### src/rtl/fetch_r32i.sv
// fetch_r32i -- RV32I instruction fetch stage.
//
// Issues in-order instruction memory requests for the PC's FetchAddr, keeps
// the address of every in-flight request in a small pending queue, and
// buffers returned words with their addresses in a DEPTH-entry FIFO that
// feeds decode over a valid/ready handshake. A Redirect (taken branch)
// clears the FIFO and drops responses still in flight for the old path.
//
// Optional feature macro: FETCH_ALIGN_CHECK_EN
//   When defined, a misaligned FetchAddr (bits [1:0] != 0) is never sent to
//   memory; a NOP fault entry with InstrFault=1 is queued instead.
//
// Ports:
//   clock, nReset                 clock, synchronous active-low reset
//   FetchAddr / AddrAccept        PC address in, "address taken" back to PC
//   Redirect                      taken branch, FetchAddr holds the target
//   IMemReq/IMemAddr/IMemGnt      memory request channel
//   IMemRValid/IMemRData          in-order memory response channel
//   InstrValid/InstrReady         decode handshake
//   Instr/InstrAddr(/InstrFault)  FIFO head contents
module fetch_r32i #(
  parameter int dataW   = 32,
  parameter int DEPTH   = 4,
  parameter int MAX_OUT = 2
) (
  input  logic             clock,
  input  logic             nReset,
  input  logic [dataW-1:0] FetchAddr,
  output logic             AddrAccept,
  input  logic             Redirect,
  output logic             IMemReq,
  output logic [dataW-1:0] IMemAddr,
  input  logic             IMemGnt,
  input  logic             IMemRValid,
  input  logic [31:0]      IMemRData,
  output logic             InstrValid,
  input  logic             InstrReady,
  output logic [31:0]      Instr,
  output logic [dataW-1:0] InstrAddr
`ifdef FETCH_ALIGN_CHECK_EN
  ,
  output logic             InstrFault
`endif
);

  localparam int AW = $clog2(DEPTH);
  localparam int CW = AW + 1;
  localparam int PW = (MAX_OUT > 1) ? $clog2(MAX_OUT) : 1;
  localparam int PD = 2 ** PW;
  localparam int OW = $clog2(MAX_OUT + 1);
  localparam logic [31:0] NOP = 32'h0000_0013;

  typedef enum logic [1:0] {IDLE = 2'd0, RUN = 2'd1, FLUSH = 2'd2} state_t;

  state_t           state;
  logic [OW-1:0]    outstanding;
  logic [OW-1:0]    discard;

  logic [31:0]      fifo_data [DEPTH];
  logic [dataW-1:0] fifo_addr [DEPTH];
`ifdef FETCH_ALIGN_CHECK_EN
  logic             fifo_flt  [DEPTH];
`endif
  logic [AW-1:0]    rd_ptr;
  logic [AW-1:0]    wr_ptr;
  logic [CW-1:0]    fifo_count;

  logic [dataW-1:0] pend_addr [PD];
  logic [PW-1:0]    pend_rd;
  logic [PW-1:0]    pend_wr;

  logic             misaligned;
  logic [CW:0]      occupancy;
  logic             room;
  logic             in_run;
  logic             req;
  logic             grant;
  logic             flt_push;
  logic             rsp;
  logic             rsp_push;
  logic             push;
  logic             pop;
  logic [OW-1:0]    out_next;
  logic [OW-1:0]    disc_next;
  logic [31:0]      push_data;
  logic [dataW-1:0] push_addr;

  // Request/response/handshake decode for the current cycle.
  always_comb begin
    misaligned = 1'b0;
`ifdef FETCH_ALIGN_CHECK_EN
    misaligned = (FetchAddr[1:0] != 2'b00);
`endif
    // Buffered words plus in-flight requests: a request is only issued when
    // every response is guaranteed a FIFO slot.
    occupancy = {1'b0, fifo_count} + (CW+1)'(outstanding);
    room      = occupancy < (CW+1)'(DEPTH);
    in_run    = (state == RUN) && !Redirect;
    req       = in_run && !misaligned && (outstanding < OW'(MAX_OUT)) && room;
    grant     = req && IMemGnt;
    flt_push  = in_run && misaligned && (outstanding == OW'(0)) && room;
    // With nothing outstanding a response is a protocol error: ignored.
    rsp       = IMemRValid && (outstanding != OW'(0));
    rsp_push  = rsp && in_run;
    push      = rsp_push || flt_push;
    pop       = (fifo_count != CW'(0)) && InstrReady && !Redirect;
    out_next  = outstanding + OW'(grant) - OW'(rsp);
    if (Redirect) begin
      disc_next = out_next;
    end else if (rsp && (discard != OW'(0))) begin
      disc_next = discard - OW'(1);
    end else begin
      disc_next = discard;
    end
    if (flt_push) begin
      push_data = NOP;
      push_addr = FetchAddr;
    end else begin
      push_data = IMemRData;
      push_addr = pend_addr[pend_rd];
    end
  end

  assign IMemReq    = req;
  assign IMemAddr   = req ? FetchAddr : {dataW{1'b0}};
  assign AddrAccept = grant || flt_push;
  assign InstrValid = (fifo_count != CW'(0));
  assign Instr      = InstrValid ? fifo_data[rd_ptr] : 32'h0000_0000;
  assign InstrAddr  = InstrValid ? fifo_addr[rd_ptr] : {dataW{1'b0}};
`ifdef FETCH_ALIGN_CHECK_EN
  assign InstrFault = InstrValid ? fifo_flt[rd_ptr] : 1'b0;
`endif

  // Storage arrays; validity is tracked by the pointers, so no reset needed.
  always_ff @(posedge clock) begin
    if (push) begin
      fifo_data[wr_ptr] <= push_data;
      fifo_addr[wr_ptr] <= push_addr;
`ifdef FETCH_ALIGN_CHECK_EN
      fifo_flt[wr_ptr]  <= flt_push;
`endif
    end
    if (grant) begin
      pend_addr[pend_wr] <= FetchAddr;
    end
  end

  // Control state: FSM, counters and pointers.
  always_ff @(posedge clock) begin
    if (!nReset) begin
      state       <= IDLE;
      outstanding <= OW'(0);
      discard     <= OW'(0);
      rd_ptr      <= AW'(0);
      wr_ptr      <= AW'(0);
      fifo_count  <= CW'(0);
      pend_rd     <= PW'(0);
      pend_wr     <= PW'(0);
    end else begin
      outstanding <= out_next;
      if (grant) begin
        pend_wr <= pend_wr + PW'(1);
      end
      // Responses retire pending addresses in every state, including FLUSH.
      if (rsp) begin
        pend_rd <= pend_rd + PW'(1);
      end
      if (Redirect) begin
        rd_ptr     <= AW'(0);
        wr_ptr     <= AW'(0);
        fifo_count <= CW'(0);
      end else begin
        if (push) begin
          wr_ptr <= wr_ptr + AW'(1);
        end
        if (pop) begin
          rd_ptr <= rd_ptr + AW'(1);
        end
        fifo_count <= fifo_count + CW'(push) - CW'(pop);
      end
      case (state)
        IDLE: begin
          state   <= RUN;
          discard <= OW'(0);
        end
        RUN: begin
          if (Redirect && (out_next != OW'(0))) begin
            state   <= FLUSH;
            discard <= out_next;
          end else begin
            state   <= RUN;
            discard <= OW'(0);
          end
        end
        FLUSH: begin
          discard <= disc_next;
          state   <= (disc_next == OW'(0)) ? RUN : FLUSH;
        end
        default: begin
          state   <= IDLE;
          discard <= OW'(0);
        end
      endcase
    end
  end

endmodule

### config.mk
export PLATFORM = sky130hd
export DESIGN_NAME = fetch_r32i
export DESIGN_NICKNAME = d
export VERILOG_FILES = /design/src/rtl/fetch_r32i.sv
export SDC_FILE = /design/constraint.sdc
export NUM_CORES = 1
export LEC_CHECK = 0
export ABC_AREA = 1
export CORE_ASPECT_RATIO = 0.6
export CORE_UTILIZATION = 55
export CTS_CLUSTER_DIAMETER = 60
export DETAILED_ROUTE_END_ITERATION = 8
export HOLD_SLACK_MARGIN = 0.08
export MAX_ROUTING_LAYER = met4
export PLACE_DENSITY = 0.83
export REMOVE_ABC_BUFFERS = 1
export SETUP_SLACK_MARGIN = 0.02
export SKIP_CTS_REPAIR_TIMING = 1
export SLEW_MARGIN = 20
export SYNTH_ARGS = -nofsm -noshare
export SYNTH_HDL_FRONTEND = slang
export SYNTH_SLANG_ARGS = --single-unit
### constraint.sdc
create_clock -name clock -period 5.75 [get_ports clock]
set_clock_uncertainty 0.2 [all_clocks]
set_input_delay 1.15 -clock clock [delete_from_list [all_inputs] [get_ports clock]]
set_output_delay 1.15 -clock clock [all_outputs]
set_load 0.05 [all_outputs]
==> results.json <==
{
  "final_cell_mix": "sky130_fd_sc_hd__edfxtp_1 (320), sky130_fd_sc_hd__nor2_1 (300), sky130_fd_sc_hd__clkdlybuf4s50_1 (168)",
  "cts_tree": "done",
  "cts.htree.levels": 1,
  "fp.coreArea_um2": 23600,
  "total_power_mw": 5.59,
  "setup-violations-final": 0,
  "startpoint_type": "flop",
  "detail_route.wl_per_cell_um": 18.4,
  "r2r_setup_slack_ps": 2730,
  "total_leakage_power_nw": 5.73,
  "drt-pass1-iter-count": 5,
  "timing.critical_path.arrival_ps": 3620,
  "gp_routability_congestion": 0.864,
  "die_width_um": 204,
  "report.final.slew_viol_count": 0,
  "timing.max_slew.rel_slack_pct": 33.6,
  "pwr_density_cell_nw_per_um2": 339,
  "vdd.ir_drop.worst_v": 0.000226,
  "min_path_type": "flop to flop",
  "cp.required_ps": 4400,
  "area_growth_pct": 22.5,
  "r2r_start": "fifo_count[2]",
  "post-synth-top-area-cell": "sky130_fd_sc_hd__edfxtp_1",
  "die_y_um": 123,
  "seq_area_frac_synth_pct": 74.0,
  "cts_num_sinks": 338,
  "totalWireLength_mm": 28.7,
  "yosysWarningCount": 0,
  "clock_path_buffers": 3,
  "worst_r2r_endpoint": "fifo_count[2]",
  "holdPathStages": 1,
  "path_class": "flop to primary output",
  "drv_cap": 0,
  "fmax_mhz": 201,
  "critical_path.max_stage_delay_ps": 860,
  "top_level_ports": 169,
  "min-delay-start": "pend_rd",
  "layout.filler_cells": 1574,
  "grt_first_pass_wirelength_mm": 43.9,
  "synth.cell_area_um2": 13500,
  "final_layout_net_count": 1304,
  "grt_antenna_before_repair": 0,
  "grt_setup_unrepaired": "false",
  "dieArea_um2": 25100,
  "worst_skew_pair.late_latency_ps": 530,
  "gr_ovfl_total": 0,
  "antenna_violating_nets_post_route": 0,
  "rr_worst_depth": 10,
  "numCtsBuffers": 29,
  "post_synth.cell_area_avg_um2": 12.7,
  "first_global_vias": 8253,
  "detailedRoute.firstIterationViolations": 721,
  "crit_path_top_delay_cell": "sky130_fd_sc_hd__clkdlybuf4s50_1",
  "worstPathMaxFanout": 86,
  "tightestPinTransition_ps": 996,
  "post-dp-hpwl_mm": 16.3,
  "critical-path-top-cell-by-count": "sky130_fd_sc_hd__nor2_1",
  "timing.critical_path.cells": "buf_4 -> nor2_1 -> nor2_1 -> o21ai_0 -> a21oi_1 -> clkdlybuf4s50_1",
  "most_common_cell_after_layout_fill_and_taps_aside": "sky130_fd_sc_hd__edfxtp_1",
  "avgViaCountPerCell": 5.46,
  "netlist.area_leader.share_pct": 71.3,
  "critical_path_buf_inv_count": 2,
  "count_of_vias_placed_by_the_detailed_router": 8502,
  "antenna_cells_inserted": 0,
  "initial_utilization_pct": 57.2,
  "placement.io_buffers": 168,
  "global_route_usage_sum_pct": 23.7,
  "timing.final.crit_share_pct": 86.4,
  "number_of_remaining_drc_errors": 0,
  "finalWorstPathRequiredPeriod_ps": 4970,
  "cts_clock_pin_slew_for_the_worst_setup_and_hold_paths_ps": 70,
  "post_route_cells_drive_above_1_share_pct": 8.86,
  "crit_family": "buffers and inverters",
  "holdWs_ps": 247,
  "synth.top_cells.by_area": "sky130_fd_sc_hd__edfxtp_1 (71%), sky130_fd_sc_hd__nor2_1 (8.5%), sky130_fd_sc_hd__o21ai_0 (4.7%)",
  "final_core_utilization_pct": 70.0,
  "worst_setup_path_end_kind": "primary output",
  "synth_cell_type_count": 30,
  "cts_root_buffer": "sky130_fd_sc_hd__clkbuf_16",
  "ys_ff_latch": 338,
  "synthCells": 1060,
  "hold_violations": 0,
  "grt_max_degree": 87,
  "outcome": "complete, no violations",
  "placement_rows": 43
}
==> per-stage QoR <==
step                std cells  setup TNS (ps)  instance area, um^2  setup WS [ps]
floorplan                1005          -23720                13200           -440
global placement         1501               0                15500            927
detailed placement       1501               0                15500            848
CTS                      1554               0                16400            723
global route             1556               0                16500            592
finish                   1556               0                16500            780
==> logic make-up after synthesis <==
logic type,synth area share [%]
flops,74.0
compound gates,7.71
simple gates,10.4
buf+inv,3.52
fa+ha+maj,1.45
mux,2.68
xor+xnor,0.195
==> area by class of cell <==
class	count	area [um^2]	area share [%]
clock buffers	38	800	4.85
well taps	315	394	2.39
clock inverters	15	130	0.789
multi-input cells	605	3070	18.6
flip-flops and latches	338	9980	60.5
repair buffers	183	1880	11.4
inverters	62	234	1.42
==> power breakdown <==
| group | switching (mW) | internal [mW] | leakage [nW] | total [mW] |
|---|---|---|---|---|
| Clock | 0.828 | 1.07 | 0.454 | 1.90 |
| Sequential | 0.0686 | 2.84 | 3.03 | 2.90 |
| Combinational | 0.498 | 0.290 | 2.24 | 0.788 |
| Total | 1.39 | 4.19 | 5.73 | 5.59 |
==> cells in the mapped netlist <==
master / count
sky130_fd_sc_hd__nor2_8: 1
sky130_fd_sc_hd__ha_1: 14
sky130_fd_sc_hd__or2_2: 1
sky130_fd_sc_hd__inv_2: 3
sky130_fd_sc_hd__fa_1: 1
sky130_fd_sc_hd__nand3b_4: 1
sky130_fd_sc_hd__inv_1: 59
sky130_fd_sc_hd__buf_1: 11
sky130_fd_sc_hd__xor2_1: 1
sky130_fd_sc_hd__a211oi_1: 1
sky130_fd_sc_hd__nand3_2: 3
sky130_fd_sc_hd__clkbuf_1: 16
sky130_fd_sc_hd__xnor2_1: 2
sky130_fd_sc_hd__edfxtp_1: 320
sky130_fd_sc_hd__o21ai_0: 126
sky130_fd_sc_hd__nand2_1: 25
sky130_fd_sc_hd__a31oi_1: 1
sky130_fd_sc_hd__mux2_1: 2
sky130_fd_sc_hd__nor2_1: 306
sky130_fd_sc_hd__nor3_1: 2
sky130_fd_sc_hd__a21boi_2: 1
sky130_fd_sc_hd__o21ai_1: 4
sky130_fd_sc_hd__nand3_1: 6
sky130_fd_sc_hd__o21bai_1: 1
sky130_fd_sc_hd__nand2_4: 2
sky130_fd_sc_hd__mux2_2: 30
sky130_fd_sc_hd__a21oi_1: 71
sky130_fd_sc_hd__nor3b_1: 3
sky130_fd_sc_hd__dfxtp_1: 18
sky130_fd_sc_hd__buf_2: 28
==> metal layers <==
layer	routed length (um)	vias up	GRT usage, %
met5	0	-	-
met4	339	0	4.10
met3	2350	29	3.22
met2	13400	361	38.6
met1	12600	4102	32.8
li1	-	4010	-
==> flip-flops by register name, summed over array words and instances, names as in the netlist, named ones only <==
register     count
fifo_addr      128
fifo_data      128
pend_addr       64
fifo_count       3
discard          2
outstanding      2
rd_ptr           2
state            2
wr_ptr           2
pend_rd          1
pend_wr          1
==> worst max path at each step <==
stage                    end  slack, ps  cells past startpoint
2_1_floorplan     InstrValid       -440                      2
3_3_place_gp     IMemAddr[8]        930                      8
3_5_place_dp     IMemAddr[4]        850                      8
4_1_cts        InstrAddr[27]        720                      6
5_1_grt        InstrAddr[27]        590                      6
6_report       InstrAddr[30]        780                      6
(Power assumes the default switching activity.)
